`src/rtl/mix_pkg.sv`:
```
// Shared types and the c17-style NAND core equations for the mix pipeline.
// Helpers operate on a single bit; the core module replicates them over the vector.
package mix_pkg;

    typedef enum logic [1:0] {
        MODE_PASS = 2'd0,
        MODE_FOLD = 2'd1,
        MODE_SIG  = 2'd2
    } mode_e;

    // Returns {o16, o17} for one bit position.
    function automatic logic [1:0] nand_core(
        input logic a,
        input logic b,
        input logic c,
        input logic d,
        input logic e
    );
        logic n8, n9, n12, n15;
        n8  = ~(a & c);
        n9  = ~(c & d);
        n12 = ~(b & n9);
        n15 = ~(n9 & e);
        return {~(n8 & n12), ~(n12 & n15)};
    endfunction

    // Encoding 3 has no enum member; it behaves as PASS.
    function automatic mode_e decode_mode(input logic [1:0] m);
        case (m)
            2'd1:    return MODE_FOLD;
            2'd2:    return MODE_SIG;
            default: return MODE_PASS;
        endcase
    endfunction

endpackage

```
`src/rtl/mix_core.sv`:
```
// Combinational NAND network applied bitwise across the packed LANES*WIDTH operands.
module mix_core
    import mix_pkg::*;
#(
    parameter int N = 8
) (
    input  logic [N-1:0] a,
    input  logic [N-1:0] b,
    input  logic [N-1:0] c,
    input  logic [N-1:0] d,
    input  logic [N-1:0] e,
    output logic [N-1:0] o16,
    output logic [N-1:0] o17
);

    for (genvar i = 0; i < N; i++) begin : g_bit
        logic [1:0] r;
        assign r      = nand_core(a[i], b[i], c[i], d[i], e[i]);
        assign o16[i] = r[1];
        assign o17[i] = r[0];
    end

endmodule

```
`src/rtl/mix_pipe.sv`:
```
// Two-stage valid/ready pipeline around mix_core with mode fold, per-lane
// rotating signature registers and a saturating delivered-beat counter.
module mix_pipe
    import mix_pkg::*;
#(
    parameter int WIDTH   = 4,
    parameter int LANES   = 2,
    parameter int COUNT_W = 8
) (
    input  logic                     clk,
    input  logic                     rst,
    input  logic                     in_valid,
    output logic                     in_ready,
    input  logic [LANES*WIDTH-1:0]   in_a,
    input  logic [LANES*WIDTH-1:0]   in_b,
    input  logic [LANES*WIDTH-1:0]   in_c,
    input  logic [LANES*WIDTH-1:0]   in_d,
    input  logic [LANES*WIDTH-1:0]   in_e,
    input  logic [1:0]               mode,
    output logic                     out_valid,
    input  logic                     out_ready,
    output logic [LANES*WIDTH-1:0]   out_p,
    output logic [LANES*WIDTH-1:0]   out_q,
    output logic [LANES*WIDTH-1:0]   out_sig,
    output logic [COUNT_W-1:0]       txn_count
);

    localparam int N = LANES * WIDTH;

    logic [N-1:0] c_o16, c_o17;

    mix_core #(.N(N)) u_core (
        .a   (in_a),
        .b   (in_b),
        .c   (in_c),
        .d   (in_d),
        .e   (in_e),
        .o16 (c_o16),
        .o17 (c_o17)
    );

    // Handshake: each stage loads when empty or when its contents move on.
    logic s1_valid, s2_load, s1_load, s1_xfer;
    assign s2_load  = !out_valid || out_ready;
    assign s1_load  = !s1_valid || s2_load;
    assign in_ready = s1_load;
    assign s1_xfer  = s1_valid && s2_load;

    logic [N-1:0]                    s1_o16;
    logic [LANES-1:0][WIDTH-1:0]     s1_o17;
    mode_e                           s1_mode;

    always_ff @(posedge clk or posedge rst) begin
        if (rst) begin
            s1_valid <= 1'b0;
            s1_o16   <= '0;
            s1_o17   <= '0;
            s1_mode  <= MODE_PASS;
        end else if (s1_load) begin
            s1_valid <= in_valid;
            if (in_valid) begin
                s1_o16  <= c_o16;
                s1_o17  <= c_o17;
                s1_mode <= decode_mode(mode);
            end
        end
    end

    logic [N-1:0] p_nxt, q_nxt;
    always_comb begin
        p_nxt = s1_o16;
        q_nxt = s1_o17;
        if (s1_mode == MODE_FOLD) begin
            p_nxt = s1_o16 ^ s1_o17;
            q_nxt = ~(s1_o16 | s1_o17);
        end
    end

    always_ff @(posedge clk or posedge rst) begin
        if (rst) begin
            out_valid <= 1'b0;
            out_p     <= '0;
            out_q     <= '0;
        end else if (s2_load) begin
            out_valid <= s1_valid;
            if (s1_valid) begin
                out_p <= p_nxt;
                out_q <= q_nxt;
            end
        end
    end

    // Per-lane signature: rotate left by one, fold in the lane's o17 slice.
    logic [LANES-1:0][WIDTH-1:0] sig_q;
    logic                        sig_upd;
    assign sig_upd = s1_xfer && (s1_mode == MODE_SIG);

    for (genvar l = 0; l < LANES; l++) begin : g_sig
        logic [WIDTH-1:0] rot;
        assign rot = (sig_q[l] << 1) | (sig_q[l] >> (WIDTH - 1));

        always_ff @(posedge clk or posedge rst) begin
            if (rst)
                sig_q[l] <= '0;
            else if (sig_upd)
                sig_q[l] <= rot ^ s1_o17[l];
        end
    end

    assign out_sig = sig_q;

    always_ff @(posedge clk or posedge rst) begin
        if (rst)
            txn_count <= '0;
        else if (out_valid && out_ready && (txn_count != {COUNT_W{1'b1}}))
            txn_count <= txn_count + COUNT_W'(1);
    end

endmodule

```
`config.mk`:
```
export PLATFORM = sky130hd
export DESIGN_NAME = mix_pipe
export DESIGN_NICKNAME = d
export VERILOG_FILES = /design/src/rtl/mix_pkg.sv /design/src/rtl/mix_core.sv /design/src/rtl/mix_pipe.sv
export SDC_FILE = /design/constraint.sdc
export NUM_CORES = 1
export LEC_CHECK = 0
export CAP_MARGIN = 10
export CORE_MARGIN = 4
export CORE_UTILIZATION = 47
export CTS_CLUSTER_DIAMETER = 120
export CTS_CLUSTER_SIZE = 12
export DETAILED_ROUTE_END_ITERATION = 12
export MAX_ROUTING_LAYER = met4
export PLACE_DENSITY = 0.87
export SKIP_CTS_REPAIR_TIMING = 1
export SYNTH_ARGS = -nofsm -noshare
export SYNTH_HDL_FRONTEND = slang
export SYNTH_HIERARCHICAL = 1
export SYNTH_SLANG_ARGS = --single-unit
```
`constraint.sdc`:
```
create_clock -name clk -period 1.75 [get_ports clk]
set_clock_uncertainty 0.15 [all_clocks]
set_input_delay 0.175 -clock clk [delete_from_list [all_inputs] [get_ports clk]]
set_output_delay 0.175 -clock clk [all_outputs]
set_load 0.01 [all_outputs]
```
==> metrics.txt <==
# TYPE chip_impl_metric gauge
chip_impl_info{name="outcome",value="finished, final reports clean"} 1
chip_impl_metric{name="worst-slew-pin-transition",unit="ns"} 0.2855
chip_impl_metric{name="rows",unit=""} 26
chip_impl_metric{name="detail_route.drc_violations",unit=""} 0
chip_impl_metric{name="post-route-min-period",unit="ns"} 1.667
chip_impl_info{name="critPathTopFamily",value="flip-flops"} 1
chip_impl_metric{name="crit_arrival",unit="ns"} 1.71
chip_impl_metric{name="post_synth_instance_area",unit="mm2"} 0.002567
chip_impl_info{name="crit_chain",value="ha_1, nand3_1, nor2_2, or2_4, mux2_4"} 1
chip_impl_metric{name="clkSinkCount",unit=""} 52
chip_impl_metric{name="p_per_area",unit="mW/mm2"} 1165
chip_impl_metric{name="synth_warnings",unit=""} 6
chip_impl_metric{name="avgSynthCellArea",unit="um2"} 9.951
chip_impl_info{name="worst-setup-path-type",value="flip-flop to flip-flop"} 1
chip_impl_metric{name="floorplan.initialDensity",unit=""} 0.4933
chip_impl_metric{name="core_area",unit="mm2"} 0.005205
chip_impl_metric{name="grt_start_max_net_pins",unit=""} 53
chip_impl_metric{name="critPathRequiredTime",unit="ns"} 1.79
chip_impl_metric{name="drv_cap",unit=""} 0
chip_impl_metric{name="hpwl",unit="um"} 4467
chip_impl_metric{name="global_route_wire_length_before_repair",unit="um"} 9611
chip_impl_metric{name="final_net_count",unit=""} 395
chip_impl_metric{name="yosys_register_bits",unit=""} 52
chip_impl_metric{name="place.port_buffers",unit=""} 79
chip_impl_metric{name="clock_tree.htree_level_count",unit=""} 2
chip_impl_metric{name="synth_cells",unit=""} 258
chip_impl_metric{name="placed_area",unit="mm2"} 0.003477
chip_impl_metric{name="die_w",unit="um"} 81.91
chip_impl_info{name="unrepaired_setup_endpoints_after_global_routing",value="no"} 1
chip_impl_metric{name="timing.final.max_slew_violations",unit=""} 0
chip_impl_metric{name="clk_latency",unit="ns"} 0.31
chip_impl_metric{name="fin_area",unit="mm2"} 0.003575
chip_impl_metric{name="routed_via_density",unit=""} 5.075
chip_impl_info{name="largest_area_contributor_in_the_netlist",value="sky130_fd_sc_hd__dfrtp_1"} 1
chip_impl_metric{name="tns",unit="ns"} 0
chip_impl_metric{name="fmax",unit="MHz"} 599.9
chip_impl_metric{name="io_pins",unit=""} 80
chip_impl_metric{name="first_pass_iters",unit=""} 4
chip_impl_metric{name="p_leak",unit="nW"} 1.608
chip_impl_info{name="crit_path_end_kind",value="flip-flop"} 1
chip_impl_metric{name="detailroute.via_count",unit=""} 2086
chip_impl_metric{name="setup_viol_count_final",unit=""} 0
chip_impl_metric{name="drive_gt1_frac",unit=""} 0.07331
chip_impl_metric{name="post_route_fraction_of_the_period_consumed_by_the_critical_path",unit=""} 0.9526
chip_impl_metric{name="post-synth-top-area-fraction",unit=""} 0.5068
chip_impl_info{name="setup.worst_path.start_class",value="flip-flop"} 1
chip_impl_metric{name="grt_antenna_before_repair",unit=""} 0
chip_impl_metric{name="postRouteWirelength",unit="um"} 5752
chip_impl_metric{name="floorplan.die_area",unit="mm2"} 0.006709
chip_impl_metric{name="sequential_share_of_the_synthesized_area",unit=""} 0.5068
chip_impl_metric{name="critPathMaxFanout",unit=""} 4
chip_impl_metric{name="cts.reportedPaths.clkPinSlew",unit="ns"} 0.09
chip_impl_metric{name="asyncSetResetFlopFracSynth",unit=""} 1.000
chip_impl_info{name="hold_path.class",value="input pin to async pin"} 1
chip_impl_metric{name="slowest_delay",unit="ns"} 0.43
chip_impl_metric{name="y_dimension_of_the_die",unit="um"} 81.91
chip_impl_metric{name="routabilityCongestion",unit=""} 0.7784
chip_impl_info{name="ys.flop_type",value="sky130_fd_sc_hd__dfrtp_1"} 1
chip_impl_metric{name="cts_max_path_buffers",unit=""} 2
chip_impl_metric{name="first_global_vias",unit=""} 2099
chip_impl_metric{name="antenna_violating_nets_left",unit=""} 0
chip_impl_metric{name="gr-total-overflow",unit=""} 0
chip_impl_metric{name="synth_fp_nets",unit=""} 313
chip_impl_metric{name="cts_buffers",unit=""} 5
chip_impl_metric{name="netlist-cell-type-count",unit=""} 29
chip_impl_info{name="tritoncts",value="yes"} 1
chip_impl_metric{name="timing.final.hold_violations",unit=""} 0
chip_impl_info{name="yosys-top-cells-area",value="sky130_fd_sc_hd__dfrtp_1, sky130_fd_sc_hd__mux2_1, sky130_fd_sc_hd__nand2_1"} 1
chip_impl_metric{name="slew_headroom",unit=""} 0.8090
chip_impl_metric{name="timing.critical_path.buf_inv",unit=""} 0
chip_impl_metric{name="insertedDiodeCount",unit=""} 0
chip_impl_metric{name="worst_ir_drop_vdd",unit="V"} 0.0006520
chip_impl_metric{name="wl_per_cell",unit="um"} 14.00
chip_impl_info{name="crit_path_top_delay_cell",value="sky130_fd_sc_hd__dfrtp_1"} 1
chip_impl_metric{name="number_of_flops_mapped_to_enable_cells_by_yosys",unit=""} 0
chip_impl_metric{name="drt-initial-drc-count",unit=""} 94
chip_impl_metric{name="layout_filler_cell_count",unit=""} 414
chip_impl_metric{name="overall_fraction_of_global_route_tracks_in_use",unit=""} 0.1960
chip_impl_metric{name="areaGrowthSynthToFinish",unit="%"} 39.23
chip_impl_info{name="clockRootBuffer",value="sky130_fd_sc_hd__clkbuf_8"} 1
[kinds of logic after synthesis]
logic type      after synthesis  share of synthesized area
mux                          18                    0.08041
compound gates               62                     0.1413
flops                        52                     0.5068
fa+ha+maj                     9                    0.04386
xor+xnor                     12                    0.04094
simple gates                 78                     0.1408
buf+inv                      27                    0.04580
[cells in the mapped netlist (2+ instances only)]
cell type,instances
sky130_fd_sc_hd__o21a_1,8
sky130_fd_sc_hd__nand2_1,40
sky130_fd_sc_hd__o21ai_0,3
sky130_fd_sc_hd__buf_4,2
sky130_fd_sc_hd__ha_1,9
sky130_fd_sc_hd__nand3_1,4
sky130_fd_sc_hd__xnor2_1,10
sky130_fd_sc_hd__a21oi_1,18
sky130_fd_sc_hd__a31oi_1,2
sky130_fd_sc_hd__mux2_1,17
sky130_fd_sc_hd__nand2b_1,5
sky130_fd_sc_hd__inv_1,17
sky130_fd_sc_hd__o21ai_1,23
sky130_fd_sc_hd__dfrtp_1,52
sky130_fd_sc_hd__xor2_1,2
sky130_fd_sc_hd__nor2_1,19
sky130_fd_sc_hd__buf_2,7
sky130_fd_sc_hd__a22o_1,8
sky130_fd_sc_hd__nor2b_1,2
[layer usage]
metal  wire [um]  vias to the layer above  global-route usage
met3         254                       11             0.04167
met2        2840                       53              0.3174
li1            -                     1028                   -
met5           0                        -                   -
met4         141                        0             0.07973
met1        2515                      994              0.2386
[layout by cell type, fill, tap and decap left out, types with 2 or more instances in the layout]
cell type,count
sky130_fd_sc_hd__xor2_1,2
sky130_fd_sc_hd__o21a_1,8
sky130_fd_sc_hd__inv_1,16
sky130_fd_sc_hd__ha_1,9
sky130_fd_sc_hd__dfrtp_1,50
sky130_fd_sc_hd__buf_12,3
sky130_fd_sc_hd__nand2_1,40
sky130_fd_sc_hd__o21ai_0,3
sky130_fd_sc_hd__o21ai_1,23
sky130_fd_sc_hd__a22o_1,8
sky130_fd_sc_hd__nor2_1,19
sky130_fd_sc_hd__clkinv_2,2
sky130_fd_sc_hd__a21oi_1,18
sky130_fd_sc_hd__clkbuf_8,6
sky130_fd_sc_hd__mux2_1,17
sky130_fd_sc_hd__clkdlybuf4s50_1,78
sky130_fd_sc_hd__buf_4,3
sky130_fd_sc_hd__dfrtp_2,2
sky130_fd_sc_hd__nand3_1,4
sky130_fd_sc_hd__xnor2_1,10
sky130_fd_sc_hd__a31oi_1,2
sky130_fd_sc_hd__nand2b_1,5
[path summary, 6_finish.rpt]
| path | from | end | slack [ns] | cells after the start |
|---|---|---|---|---|
| max | txn_count[0] | txn_count[1] | 0.08 | 5 |
| min | rst | out_q[1] | 0.07 | 3 |
| max reg2reg | txn_count[0] | txn_count[1] | 0.08 | 5 |
| min reg2reg | out_p[1] | out_p[1] | 0.34 | 2 |
| max in group asynchronous | rst | out_valid | 1.12 | 3 |
| min in group clk | mode[1] | s1_mode[1] | 0.29 | 3 |
[tightest hold or removal path: cells and delay by family]
| family | cells | cell delay (ns) |
|---|---|---|
| buffers and inverters | 3 | 0.75 |
[flip-flops by register name, indices dropped and copies added (netlist names)]
name	count
out_p	8
out_q	8
out_sig	8
s1_o16	8
s1_o17	8
txn_count	8
s1_mode	2
out_valid	1
s1_valid	1
[power by group]
| part | switching [W] | internal [W] |
|---|---|---|
| registers | 0.000305 | 0.00154 |
| clock network | 0.000386 | 0.000316 |
| logic | 0.000692 | 0.000930 |
| total | 0.00138 | 0.00278 |
[layout make-up]
type | count | area, um2 | share of cell area
clock buffer | 6 | 82.58 | 0.02310
sequential | 52 | 1304 | 0.3647
multi-input combinational | 179 | 1151 | 0.3220
timing repair buffer | 85 | 875.8 | 0.2450
clock inverter | 2 | 10.01 | 0.002800
tap | 70 | 87.58 | 0.02450
inverter | 17 | 63.81 | 0.01785
[metrics by stage]
stage               cells  hold slack (ns)  setup slack [ns]  total power (W)  utilization
floorplan             258           0.1334            0.1319         0.002615            -
global placement      403           0.3132          -0.01255         0.003410       0.6680
detailed placement    403           0.3200          -0.03349         0.003489       0.6680
CTS                   411          0.09141           0.01191         0.004200       0.6858
global route          411           0.1034           0.03651         0.004464       0.6868
finish                411          0.07312           0.08298         0.004165       0.6868
Note: power is estimated with default switching activity, not from simulation.
